## config.mk

```make
export PLATFORM = sky130hd
export DESIGN_NAME = inst_fetch
export DESIGN_NICKNAME = d
export VERILOG_FILES = /design/src/rtl/inst_fetch.sv
export VERILOG_INCLUDE_DIRS = /design/src /design/src/rtl
export SDC_FILE = /design/constraint.sdc
export NUM_CORES = 1
export LEC_CHECK = 0
export BUFFER_PORTS_ARGS = -buffer_cell sky130_fd_sc_hd__buf_2
export CAP_MARGIN = 20
export CORE_MARGIN = 4
export CORE_UTILIZATION = 54
export CTS_BUF_LIST = sky130_fd_sc_hd__clkbuf_8 sky130_fd_sc_hd__clkbuf_16
export CTS_CLUSTER_SIZE = 20
export DETAILED_ROUTE_END_ITERATION = 12
export PLACE_DENSITY_LB_ADDON = 0.08
export SYNTH_ARGS = -nofsm -noshare
export SYNTH_HDL_FRONTEND = slang
export SYNTH_SLANG_ARGS = --single-unit
export TNS_END_PERCENT = 20
```

## constraint.sdc

```tcl
create_clock -name clk -period 8.5 [get_ports clk]
set_clock_uncertainty 0.1 [all_clocks]
set_input_delay 0.425 -clock clk [delete_from_list [all_inputs] [get_ports clk]]
set_output_delay 0.425 -clock clk [all_outputs]
set_load 0.005 [all_outputs]
```

## src/rtl/defines.v

```verilog
// Global bus widths shared by the fetch path.
`ifndef DEFINES_V
`define DEFINES_V
`define ADDR_LEN  32
`define INSTR_LEN 32
`endif

```

## src/rtl/inst_fetch.sv

```systemverilog
// Instruction fetch stage: owns the PC, presents one registered instruction
// to the decoder with a valid/ready handshake, honours redirects and stops
// after delivering the halt instruction.
`include "defines.v"

module inst_fetch #(
  parameter logic [`ADDR_LEN-1:0]  RESET_PC  = 32'h0000_0000,
  parameter logic [`INSTR_LEN-1:0] HALT_INST = 32'h0000_000C
) (
  input  logic                  clk,
  input  logic                  rst,
  output logic [`ADDR_LEN-1:0]  pc_o,
  input  logic [`INSTR_LEN-1:0] inst_i,
  output logic                  out_valid,
  input  logic                  out_ready,
  output logic [`INSTR_LEN-1:0] out_inst,
  output logic [`ADDR_LEN-1:0]  out_pc,
  input  logic                  redirect_valid,
  input  logic [`ADDR_LEN-1:0]  redirect_target,
  output logic                  halted,
  output logic [31:0]           fetch_cnt
);

  typedef enum logic [1:0] {START, FETCH, HALT} state_t;

  state_t                state_q, state_d;
  logic [`ADDR_LEN-1:0]  pc_q, pc_d;
  logic                  out_valid_q, out_valid_d;
  logic [`INSTR_LEN-1:0] out_inst_q, out_inst_d;
  logic [`ADDR_LEN-1:0]  out_pc_q, out_pc_d;
  logic [31:0]           fetch_cnt_q, fetch_cnt_d;
  logic                  xfer, capture;

  // State and datapath registers; reset clears any pending instruction.
  always_ff @(posedge clk or posedge rst) begin
    if (rst) begin
      state_q     <= START;
      pc_q        <= RESET_PC;
      out_valid_q <= 1'b0;
      out_inst_q  <= '0;
      out_pc_q    <= '0;
      fetch_cnt_q <= '0;
    end else begin
      state_q     <= state_d;
      pc_q        <= pc_d;
      out_valid_q <= out_valid_d;
      out_inst_q  <= out_inst_d;
      out_pc_q    <= out_pc_d;
      fetch_cnt_q <= fetch_cnt_d;
    end
  end

  // Next-state: redirect wins over everything except the transfer count;
  // capture refills the output slot when it is empty or draining this cycle.
  always_comb begin
    state_d     = state_q;
    pc_d        = pc_q;
    out_valid_d = out_valid_q;
    out_inst_d  = out_inst_q;
    out_pc_d    = out_pc_q;
    xfer        = out_valid_q & out_ready;
    capture     = (state_q == FETCH) & ~redirect_valid & (~out_valid_q | xfer);
    fetch_cnt_d = fetch_cnt_q + {31'd0, xfer};

    if (redirect_valid) begin
      pc_d        = redirect_target & ~32'h3;
      out_valid_d = 1'b0;
      state_d     = FETCH;
    end else if (state_q == START) begin
      state_d = FETCH;
    end else if (capture) begin
      out_inst_d  = inst_i;
      out_pc_d    = pc_q;
      out_valid_d = 1'b1;
      pc_d        = pc_q + 32'd4;
      if (inst_i == HALT_INST) state_d = HALT;
    end else if (xfer) begin
      out_valid_d = 1'b0;
    end
  end

  assign pc_o      = pc_q;
  assign out_valid = out_valid_q;
  assign out_inst  = out_inst_q;
  assign out_pc    = out_pc_q;
  assign halted    = (state_q == HALT);
  assign fetch_cnt = fetch_cnt_q;

endmodule

```

==> flow_results.xml, run 1 <==
<?xml version="1.0" encoding="UTF-8"?>
<metrics>
  <group name="run_status">
    <metric name="status" unit="">complete, no violations</metric>
  </group>
  <group name="grt">
    <metric name="grt_overflow_total" unit="">0</metric>
    <metric name="first_pass_grt_wire_length" unit="um">26300</metric>
    <metric name="antenna_found_initial" unit="">0</metric>
    <metric name="grt_start_max_net_pins" unit="">71</metric>
    <metric name="vias_in_the_first_global_route" unit="">5381</metric>
    <metric name="global_route_usage_sum" unit="">0.261</metric>
  </group>
  <group name="detailed_routing">
    <metric name="antenna_violating_nets_post_route" unit="">0</metric>
    <metric name="vias_per_cell" unit="">5.34</metric>
    <metric name="detailedRoute.firstIterationViolations" unit="">383</metric>
    <metric name="route.vias.total" unit="">5258</metric>
    <metric name="routed_wirelength" unit="um">15800</metric>
    <metric name="post_drt_wl_per_cell" unit="um">16.1</metric>
    <metric name="drc_violations_left" unit="">0</metric>
    <metric name="drt_pass1_iterations" unit="">5</metric>
  </group>
  <group name="setup_path">
    <metric name="critical_path.startpoint_type" unit="">register</metric>
    <metric name="slowest_delay" unit="ns">0.63</metric>
    <metric name="critical_path.max_fanout" unit="">38</metric>
    <metric name="crit_buf_inv" unit="">1</metric>
    <metric name="required_worst_endpoint" unit="ns">8.81</metric>
    <metric name="arrival" unit="ns">2.91</metric>
    <metric name="slowest_stage" unit="">sky130_fd_sc_hd__and2_2</metric>
    <metric name="setup.worst_path.end_class" unit="">register</metric>
    <metric name="criticalPathCategory" unit="">register to register</metric>
    <metric name="family_with_the_most_delay_on_the_worst_path" unit="">simple AND/OR/NAND/NOR gates</metric>
    <metric name="crit_path_cell_trace" unit="">nor3b_2 -&gt; and2_2 -&gt; buf_4 -&gt; nand3_1 -&gt; a31o_2</metric>
  </group>
  <group name="timing">
    <metric name="report.final.slew_viol_count" unit="">0</metric>
    <metric name="timing.final.crit_period" unit="ns">2.60</metric>
    <metric name="final.period_utilization" unit="">0.306</metric>
    <metric name="report.final.hold_viol_count" unit="">0</metric>
    <metric name="max_slew.worst_pin.slew" unit="ns">0.889</metric>
    <metric name="postLayoutSetupSlackWorst" unit="ns">5.90</metric>
    <metric name="worst_slew_margin_rel" unit="">0.407</metric>
    <metric name="setup_violations" unit="">0</metric>
    <metric name="maxClockFrequency" unit="GHz">0.384</metric>
    <metric name="setup_total_negative_slack" unit="ns">0</metric>
    <metric name="grt_setup_unrepaired" unit="">false</metric>
  </group>
  <group name="yosys">
    <metric name="syn_area_per_cell" unit="um^2">9.32</metric>
    <metric name="ys_ff_latch" unit="">127</metric>
    <metric name="postSynthCellCount" unit="">619</metric>
    <metric name="synthesis.area" unit="um^2">5770</metric>
    <metric name="synthesis.yosys.warnings" unit="">0</metric>
    <metric name="synth_cell_types" unit="">51</metric>
    <metric name="count_of_flip_flops_with_a_built_in_enable_after_synthesis" unit="">0</metric>
    <metric name="dominantRegCellSynth" unit="">sky130_fd_sc_hd__dfrtp_1</metric>
    <metric name="ys_async_sr_fraction" unit="">1.00</metric>
    <metric name="seq_area_frac_synth" unit="">0.551</metric>
  </group>
  <group name="power_and_ir_drop">
    <metric name="leakage" unit="nW">3.97</metric>
    <metric name="ratio_of_total_power_to_cell_area" unit="nW/um^2">217</metric>
    <metric name="power.share.sequential" unit="">0.444</metric>
    <metric name="power.combinational.fraction" unit="">0.143</metric>
    <metric name="power_switching" unit="W">0.000461</metric>
    <metric name="power.clock.fraction" unit="">0.414</metric>
    <metric name="cellInternalPower" unit="W">0.00121</metric>
    <metric name="max-vdd-ir-drop" unit="V">0.000145</metric>
    <metric name="power.switching_fraction" unit="">0.276</metric>
    <metric name="totalPowerFinal" unit="W">0.00167</metric>
  </group>
  <group name="clock_tree">
    <metric name="tritoncts_clock_tree" unit="">yes</metric>
    <metric name="cts_bufs_inserted" unit="">17</metric>
    <metric name="cts_max_path_buffers" unit="">2</metric>
    <metric name="clk_pin_slew" unit="ns">0.06</metric>
    <metric name="clock_insertion_delay_worst_skew" unit="ns">0.52</metric>
    <metric name="tritoncts_sinks" unit="">127</metric>
    <metric name="cts.root.buffer_cell" unit="">sky130_fd_sc_hd__clkbuf_8</metric>
    <metric name="cts_max_level" unit="">4</metric>
  </group>
  <group name="floorplanning">
    <metric name="fp.dieArea" unit="um^2">12400</metric>
    <metric name="design.portCount" unit="">198</metric>
    <metric name="placeableCoreArea" unit="um^2">10400</metric>
    <metric name="initial_utilization" unit="">0.556</metric>
    <metric name="std_cell_rows" unit="">37</metric>
    <metric name="chipHeight" unit="um">111</metric>
    <metric name="die_w" unit="um">111</metric>
  </group>
  <group name="place">
    <metric name="place_congestion" unit="">0.814</metric>
    <metric name="buffer_ports.inserted" unit="">191</metric>
    <metric name="pre_cts_ws" unit="ns">5.45</metric>
    <metric name="dp_hpwl" unit="um">10900</metric>
  </group>
  <group name="layout">
    <metric name="seq_area" unit="um^2">3180</metric>
    <metric name="area_growth_syn_to_layout" unit="%">33.3</metric>
    <metric name="nFillCells" unit="">780</metric>
    <metric name="drive_above_1_share" unit="">0.279</metric>
    <metric name="diodes" unit="">0</metric>
    <metric name="design.final.nets" unit="">908</metric>
    <metric name="combined_area_of_the_multi_input_logic_cells" unit="um^2">2440</metric>
  </group>
  <group name="run">
    <metric name="maxCapViolCount" unit="">0</metric>
  </group>
  <group name="min_path">
    <metric name="holdCritPathClass" unit="">primary input to register</metric>
  </group>
</metrics>
==> power by group through the flow <==
stage	clock network (W)	logic, W	registers [W]
final	0.000690	0.000238	0.000740
after floorplan	0	0.000107	0.000743
after CTS	0.000701	0.000241	0.000738
after global routing	0.000730	0.000269	0.000749
after detailed placement	0	0.000228	0.000747
after global placement	0	0.000222	0.000743
==> logic make-up (layout without fill, tap and decap cells) <==
logic type	Yosys count	in the layout	synth area share
AO/OA/AOI/OAI	49	49	0.0592
XOR/XNOR	42	42	0.0637
adder cells (fa/ha/maj)	4	4	0.00867
buffers and inverters	37	264	0.0297
flip-flops	127	127	0.551
multiplexers	2	2	0.00347
other	1	4	0.000650
AND/OR/NAND/NOR	357	357	0.284
==> layer usage <==
metal	up-vias	share of wire	global-route usage
met2	195	0.48	0.428
met4	0	0.021	0.108
met1	2521	0.42	0.332
li1	2515	-	-
met3	27	0.076	0.0658
met5	-	0	0
==> area by class of cell <==
cell class	instances	area share
sequential	127	0.413
multi-input combinational	458	0.317
timing repair buffer	228	0.171
clock buffer	18	0.0556
tap	136	0.0221
clock inverter	14	0.0185
inverter	4	0.00228
==> cells in the final DEF (no fill, tap or decap), drive strengths merged, types with 6 or more instances in the layout <==
cell and n:
nand2 226, buf 194, dfrtp 127, dlygate4sd3 34, xnor2 30, nand3 26, nor2 23, clkbuf 18
nand4 17, o21ai 16, and3 15, nor4 15, xor2 12, and4 9, nor3 7, and2 7
clkinvlp 6
==> cells in the mapped netlist, types with 9 or more instances <==
library cell,count,area [um^2]
sky130_fd_sc_hd__nand4_1,17,106
sky130_fd_sc_hd__and3_1,14,87.6
sky130_fd_sc_hd__dfrtp_1,127,3180
sky130_fd_sc_hd__nor4_1,13,81.3
sky130_fd_sc_hd__xor2_1,12,105
sky130_fd_sc_hd__clkbuf_1,13,48.8
sky130_fd_sc_hd__nor2_1,23,86.3
sky130_fd_sc_hd__buf_2,14,70.1
sky130_fd_sc_hd__o21ai_0,13,65.1
sky130_fd_sc_hd__nand3_1,24,120
sky130_fd_sc_hd__xnor2_1,30,263
sky130_fd_sc_hd__nand2_1,226,848
sky130_fd_sc_hd__and4_1,9,78.8
==> registers in the layout, indices dropped and copies added (netlist names) <==
register   flops
state_q        2
pc_o          30
fetch_cnt     32
out_inst      32
out_pc        30
out_valid      1
==> repair_timing <==
item,4_1_cts,5_1_grt
hold endpoints to repair,90,0
buffers inserted,0,0
resized for setup,0,0
hold buffers,34,0
==> tightest hold or removal path, stage by stage <==
cell,delay [ns]
sky130_fd_sc_hd__buf_2,0.09
sky130_fd_sc_hd__nand2_1,0.04
sky130_fd_sc_hd__nand2_1,0.05
==> worst paths after layout <==
kind	start	endpoint	slack (ns)	depth (start not counted)
setup / recovery	state_q[0]	pc_o[21]	5.90	5
hold / removal	inst_i[25]	out_inst[25]	0.03	3
setup reg to reg	state_q[0]	pc_o[21]	5.90	5
hold reg to reg	fetch_cnt[31]	fetch_cnt[31]	0.36	1
max in group asynchronous	rst	pc_o[26]	6.45	4
min in group asynchronous	rst	fetch_cnt[19]	0.47	3
==> through the flow <==
step	utilization	instances	instance area, um^2	hold slack, ns
5_1_grt	0.742	985	7690	0.0262
2_1_floorplan	-	622	5780	0.368
4_1_cts	0.742	985	7690	0.000196
3_5_place_dp	0.654	919	6780	0.357
3_3_place_gp	0.654	919	6780	0.354
6_report	0.742	985	7690	0.0258
Power figures use the tool's default switching activity.
==> run 2, diff against run 1 <==
ABC_AREA = 1   (was not set)
CORE_UTILIZATION = 52   (was 54)
clock period = 2.4 ns   (was 8.5 ns; I/O delays follow)
==> run 2 against run 1 <==
Compared with the run above: sequential share of layout area down 4.1 points; worst hold slack gained 0.079 ns; register-to-register slack got worse by 5.4 ns; clock power grew to 3.1 times the previous value; die area up 13%; core utilization fell by 2.8 points; largest cell class unchanged; largest power group unchanged; via count grew 19%; cell count increased by 24%; critical endpoint is now pc_o[2].
==> flow_results.xml, run 2 <==
<?xml version="1.0" encoding="UTF-8"?>
<metrics>
  <group name="run_status">
    <metric name="status" unit="">complete, no violations</metric>
  </group>
  <group name="power_and_ir_drop">
    <metric name="leakage" unit="nW">4.47</metric>
    <metric name="power.share.sequential" unit="">0.454</metric>
    <metric name="power.switching_fraction" unit="">0.290</metric>
    <metric name="ratio_of_total_power_to_cell_area" unit="nW/um^2">697</metric>
    <metric name="cellInternalPower" unit="W">0.00422</metric>
    <metric name="power.combinational.fraction" unit="">0.188</metric>
    <metric name="max-vdd-ir-drop" unit="V">0.000439</metric>
    <metric name="power.clock.fraction" unit="">0.359</metric>
    <metric name="power_switching" unit="W">0.00173</metric>
  </group>
  <group name="layout">
    <metric name="most-common-layout-cells" unit="">sky130_fd_sc_hd__nand2_1, sky130_fd_sc_hd__buf_2, sky130_fd_sc_hd__dfrtp_1, sky130_fd_sc_hd__nor2_1, sky130_fd_sc_hd__inv_1</metric>
    <metric name="final_common_cell" unit="">sky130_fd_sc_hd__nand2_1</metric>
    <metric name="area_growth_syn_to_layout" unit="%">34.4</metric>
    <metric name="drive_above_1_share" unit="">0.225</metric>
    <metric name="design.final.nets" unit="">1140</metric>
    <metric name="nFillCells" unit="">951</metric>
    <metric name="diodes" unit="">0</metric>
  </group>
  <group name="grt">
    <metric name="global_route_usage_sum" unit="">0.264</metric>
    <metric name="antenna_found_initial" unit="">0</metric>
    <metric name="first_pass_grt_wire_length" unit="um">30000</metric>
    <metric name="grt_overflow_total" unit="">0</metric>
    <metric name="vias_in_the_first_global_route" unit="">6136</metric>
    <metric name="grt_start_max_net_pins" unit="">71</metric>
  </group>
  <group name="yosys">
    <metric name="synthTopCellsByCount" unit="">sky130_fd_sc_hd__nand2_1, sky130_fd_sc_hd__dfrtp_1, sky130_fd_sc_hd__nor2_1</metric>
    <metric name="count_of_flip_flops_with_a_built_in_enable_after_synthesis" unit="">0</metric>
    <metric name="synth_top_area_share" unit="">0.501</metric>
    <metric name="synth_area_leader_cell" unit="">sky130_fd_sc_hd__dfrtp_1</metric>
    <metric name="ys_ff_latch" unit="">127</metric>
    <metric name="synth_cell_types" unit="">39</metric>
    <metric name="dominantRegCellSynth" unit="">sky130_fd_sc_hd__dfrtp_1</metric>
    <metric name="synthesis.yosys.warnings" unit="">0</metric>
    <metric name="ys_async_sr_fraction" unit="">1.00</metric>
    <metric name="seq_area_frac_synth" unit="">0.501</metric>
    <metric name="synthesis.area" unit="um^2">6350</metric>
    <metric name="leading_cell_type_by_number_of_instances_after_synthesis" unit="">sky130_fd_sc_hd__nand2_1</metric>
    <metric name="syn_area_per_cell" unit="um^2">7.84</metric>
    <metric name="synth_area_leaders" unit="">sky130_fd_sc_hd__dfrtp_1, sky130_fd_sc_hd__nand2_1, sky130_fd_sc_hd__nor2_1, sky130_fd_sc_hd__inv_1, sky130_fd_sc_hd__o21ai_0</metric>
    <metric name="postSynthCellCount" unit="">810</metric>
  </group>
  <group name="setup_path">
    <metric name="critical_path.startpoint_type" unit="">primary input</metric>
    <metric name="setup.worst_path.end_class" unit="">register</metric>
    <metric name="required_worst_endpoint" unit="ns">2.60</metric>
    <metric name="arrival" unit="ns">2.11</metric>
    <metric name="criticalPathCategory" unit="">primary input to register</metric>
    <metric name="critical_path.max_fanout" unit="">60</metric>
  </group>
  <group name="timing">
    <metric name="maxClockFrequency" unit="GHz">0.525</metric>
    <metric name="worst_slew_margin_rel" unit="">0.601</metric>
    <metric name="max_slew.worst_pin.slew" unit="ns">0.599</metric>
    <metric name="setup_total_negative_slack" unit="ns">0</metric>
    <metric name="report.final.hold_viol_count" unit="">0</metric>
    <metric name="timing.final.crit_period" unit="ns">1.90</metric>
    <metric name="grt_setup_unrepaired" unit="">false</metric>
    <metric name="report.final.slew_viol_count" unit="">0</metric>
    <metric name="setup_violations" unit="">0</metric>
    <metric name="postLayoutSetupSlackWorst" unit="ns">0.495</metric>
    <metric name="final.period_utilization" unit="">0.794</metric>
  </group>
  <group name="place">
    <metric name="place_congestion" unit="">0.898</metric>
    <metric name="dp_hpwl" unit="um">12300</metric>
    <metric name="buffer_ports.inserted" unit="">191</metric>
    <metric name="pre_cts_ws" unit="ns">0.526</metric>
  </group>
  <group name="min_path">
    <metric name="holdCritPathClass" unit="">primary input to register</metric>
  </group>
  <group name="detailed_routing">
    <metric name="routed_wirelength" unit="um">18100</metric>
    <metric name="vias_per_cell" unit="">5.13</metric>
    <metric name="drc_violations_left" unit="">0</metric>
    <metric name="detailedRoute.firstIterationViolations" unit="">482</metric>
    <metric name="post_drt_wl_per_cell" unit="um">14.8</metric>
    <metric name="antenna_violating_nets_post_route" unit="">0</metric>
    <metric name="route.vias.total" unit="">6258</metric>
    <metric name="drt_pass1_iterations" unit="">5</metric>
  </group>
  <group name="clock_tree">
    <metric name="cts_bufs_inserted" unit="">17</metric>
    <metric name="cts_max_path_buffers" unit="">2</metric>
    <metric name="clk_pin_slew" unit="ns">0.05</metric>
    <metric name="tritoncts_sinks" unit="">127</metric>
    <metric name="post_cts_resized" unit="">0</metric>
    <metric name="tritoncts_clock_tree" unit="">yes</metric>
    <metric name="cts.root.buffer_cell" unit="">sky130_fd_sc_hd__clkbuf_16</metric>
    <metric name="cts_max_level" unit="">4</metric>
    <metric name="clock_insertion_delay_worst_skew" unit="ns">0.42</metric>
  </group>
  <group name="floorplanning">
    <metric name="placeableCoreArea" unit="um^2">12000</metric>
    <metric name="chipHeight" unit="um">118</metric>
    <metric name="std_cell_rows" unit="">40</metric>
    <metric name="design.portCount" unit="">198</metric>
    <metric name="die_w" unit="um">118</metric>
    <metric name="fp.dieArea" unit="um^2">14000</metric>
    <metric name="initial_utilization" unit="">0.531</metric>
  </group>
  <group name="run">
    <metric name="maxCapViolCount" unit="">0</metric>
  </group>
</metrics>
run 2: changes by cell type in the layout (fill, tap and decap cells not counted), moves of 6 or more:
cell,delta
sky130_fd_sc_hd__a21oi_1,+8
sky130_fd_sc_hd__and3_1,-11
sky130_fd_sc_hd__and4_1,-9
sky130_fd_sc_hd__dlygate4sd3_1,+30
sky130_fd_sc_hd__inv_1,+75
sky130_fd_sc_hd__nand2_1,+40
sky130_fd_sc_hd__nand3_1,+15
sky130_fd_sc_hd__nand4_1,-6
sky130_fd_sc_hd__nor2_1,+70
sky130_fd_sc_hd__nor3_1,+13
sky130_fd_sc_hd__nor4_1,-13
sky130_fd_sc_hd__o21ai_0,+36
sky130_fd_sc_hd__xnor2_1,-22
sky130_fd_sc_hd__xor2_1,+9
run 2: power groups by stage:
| stage | registers, W | logic [W] | clock network [W] |
|---|---|---|---|
| 2_1_floorplan | 0.00271 | 0.000521 | 0 |
| 3_3_place_gp | 0.00272 | 0.00102 | 0 |
| 4_1_cts | 0.00269 | 0.00112 | 0.00216 |
| 6_report | 0.00270 | 0.00112 | 0.00213 |
| 5_1_grt | 0.00274 | 0.00126 | 0.00227 |
| 3_5_place_dp | 0.00272 | 0.00103 | 0 |
run 2: kinds of logic (layout without fill, tap and decap cells):
logic type	count (synthesis)	in the layout	share of synthesized area
simple gates	455	455	0.304
compound gates	87	87	0.0757
flops	127	127	0.501
xor+xnor	29	29	0.0400
fa+ha+maj	4	4	0.00788
buf+inv	107	368	0.0713
other cells	1	4	0.000591
run 2: worst paths after layout:
| kind | to | depth (start not counted) | from | slack, ns |
|---|---|---|---|---|
| setup / recovery | pc_o[2] | 9 | out_ready | 0.50 |
| hold / removal | out_pc[23] | 4 | redirect_valid | 0.11 |
| setup reg to reg | fetch_cnt[28] | 9 | out_valid | 0.50 |
| hold reg to reg | out_inst[2] | 2 | out_inst[2] | 0.37 |
| max in group asynchronous | pc_o[4] | 4 | rst | 1.18 |
| min in group asynchronous | fetch_cnt[10] | 3 | rst | 0.18 |
run 2: final cells by class:
type / instances / area [um^2] / share of cell area
clock buffer: 18 / 439 / 0.0515
tap: 147 / 184 / 0.0216
clock inverter: 7 / 31.3 / 0.00367
inverter: 80 / 304 / 0.0356
sequential: 127 / 3180 / 0.372
timing repair buffer: 263 / 1670 / 0.196
multi-input combinational: 579 / 2730 / 0.320
run 2: timing repair:
| item | CTS | global route |
|---|---|---|
| hold endpoints to repair | 83 | 0 |
| hold buffers | 64 | 0 |
| buffers inserted | 0 | 0 |
run 2: worst max-delay path, cell delays in order:
cell	delay (ns)
sky130_fd_sc_hd__dlygate4sd3_1	0.54
sky130_fd_sc_hd__buf_2	0.13
sky130_fd_sc_hd__inv_1	0.07
sky130_fd_sc_hd__nand2_1	0.09
sky130_fd_sc_hd__nand3_4	0.23
sky130_fd_sc_hd__buf_4	0.55
sky130_fd_sc_hd__nor2_1	0.11
sky130_fd_sc_hd__o21ai_0	0.18
sky130_fd_sc_hd__nand2_1	0.06
run 2: metrics by stage:
step / cell area [um^2] / hold slack [ns] / std cells / utilization / power [W]
after floorplan: 6360 / 0.130 / 813 / - / 0.00323
after global placement: 7420 / 0.0678 / 1132 / 0.621 / 0.00373
after detailed placement: 7420 / 0.0721 / 1132 / 0.621 / 0.00376
after CTS: 8530 / 0.105 / 1221 / 0.713 / 0.00597
after global routing: 8530 / 0.123 / 1221 / 0.713 / 0.00627
final: 8530 / 0.105 / 1221 / 0.713 / 0.00595
run 2: layer usage:
metal,up-vias,track usage,routed length (um)
met4,0,0.0891,374
met2,230,0.425,8560
li1,3073,-,-
met3,32,0.0675,1200
met5,-,0,0
met1,2923,0.351,7990
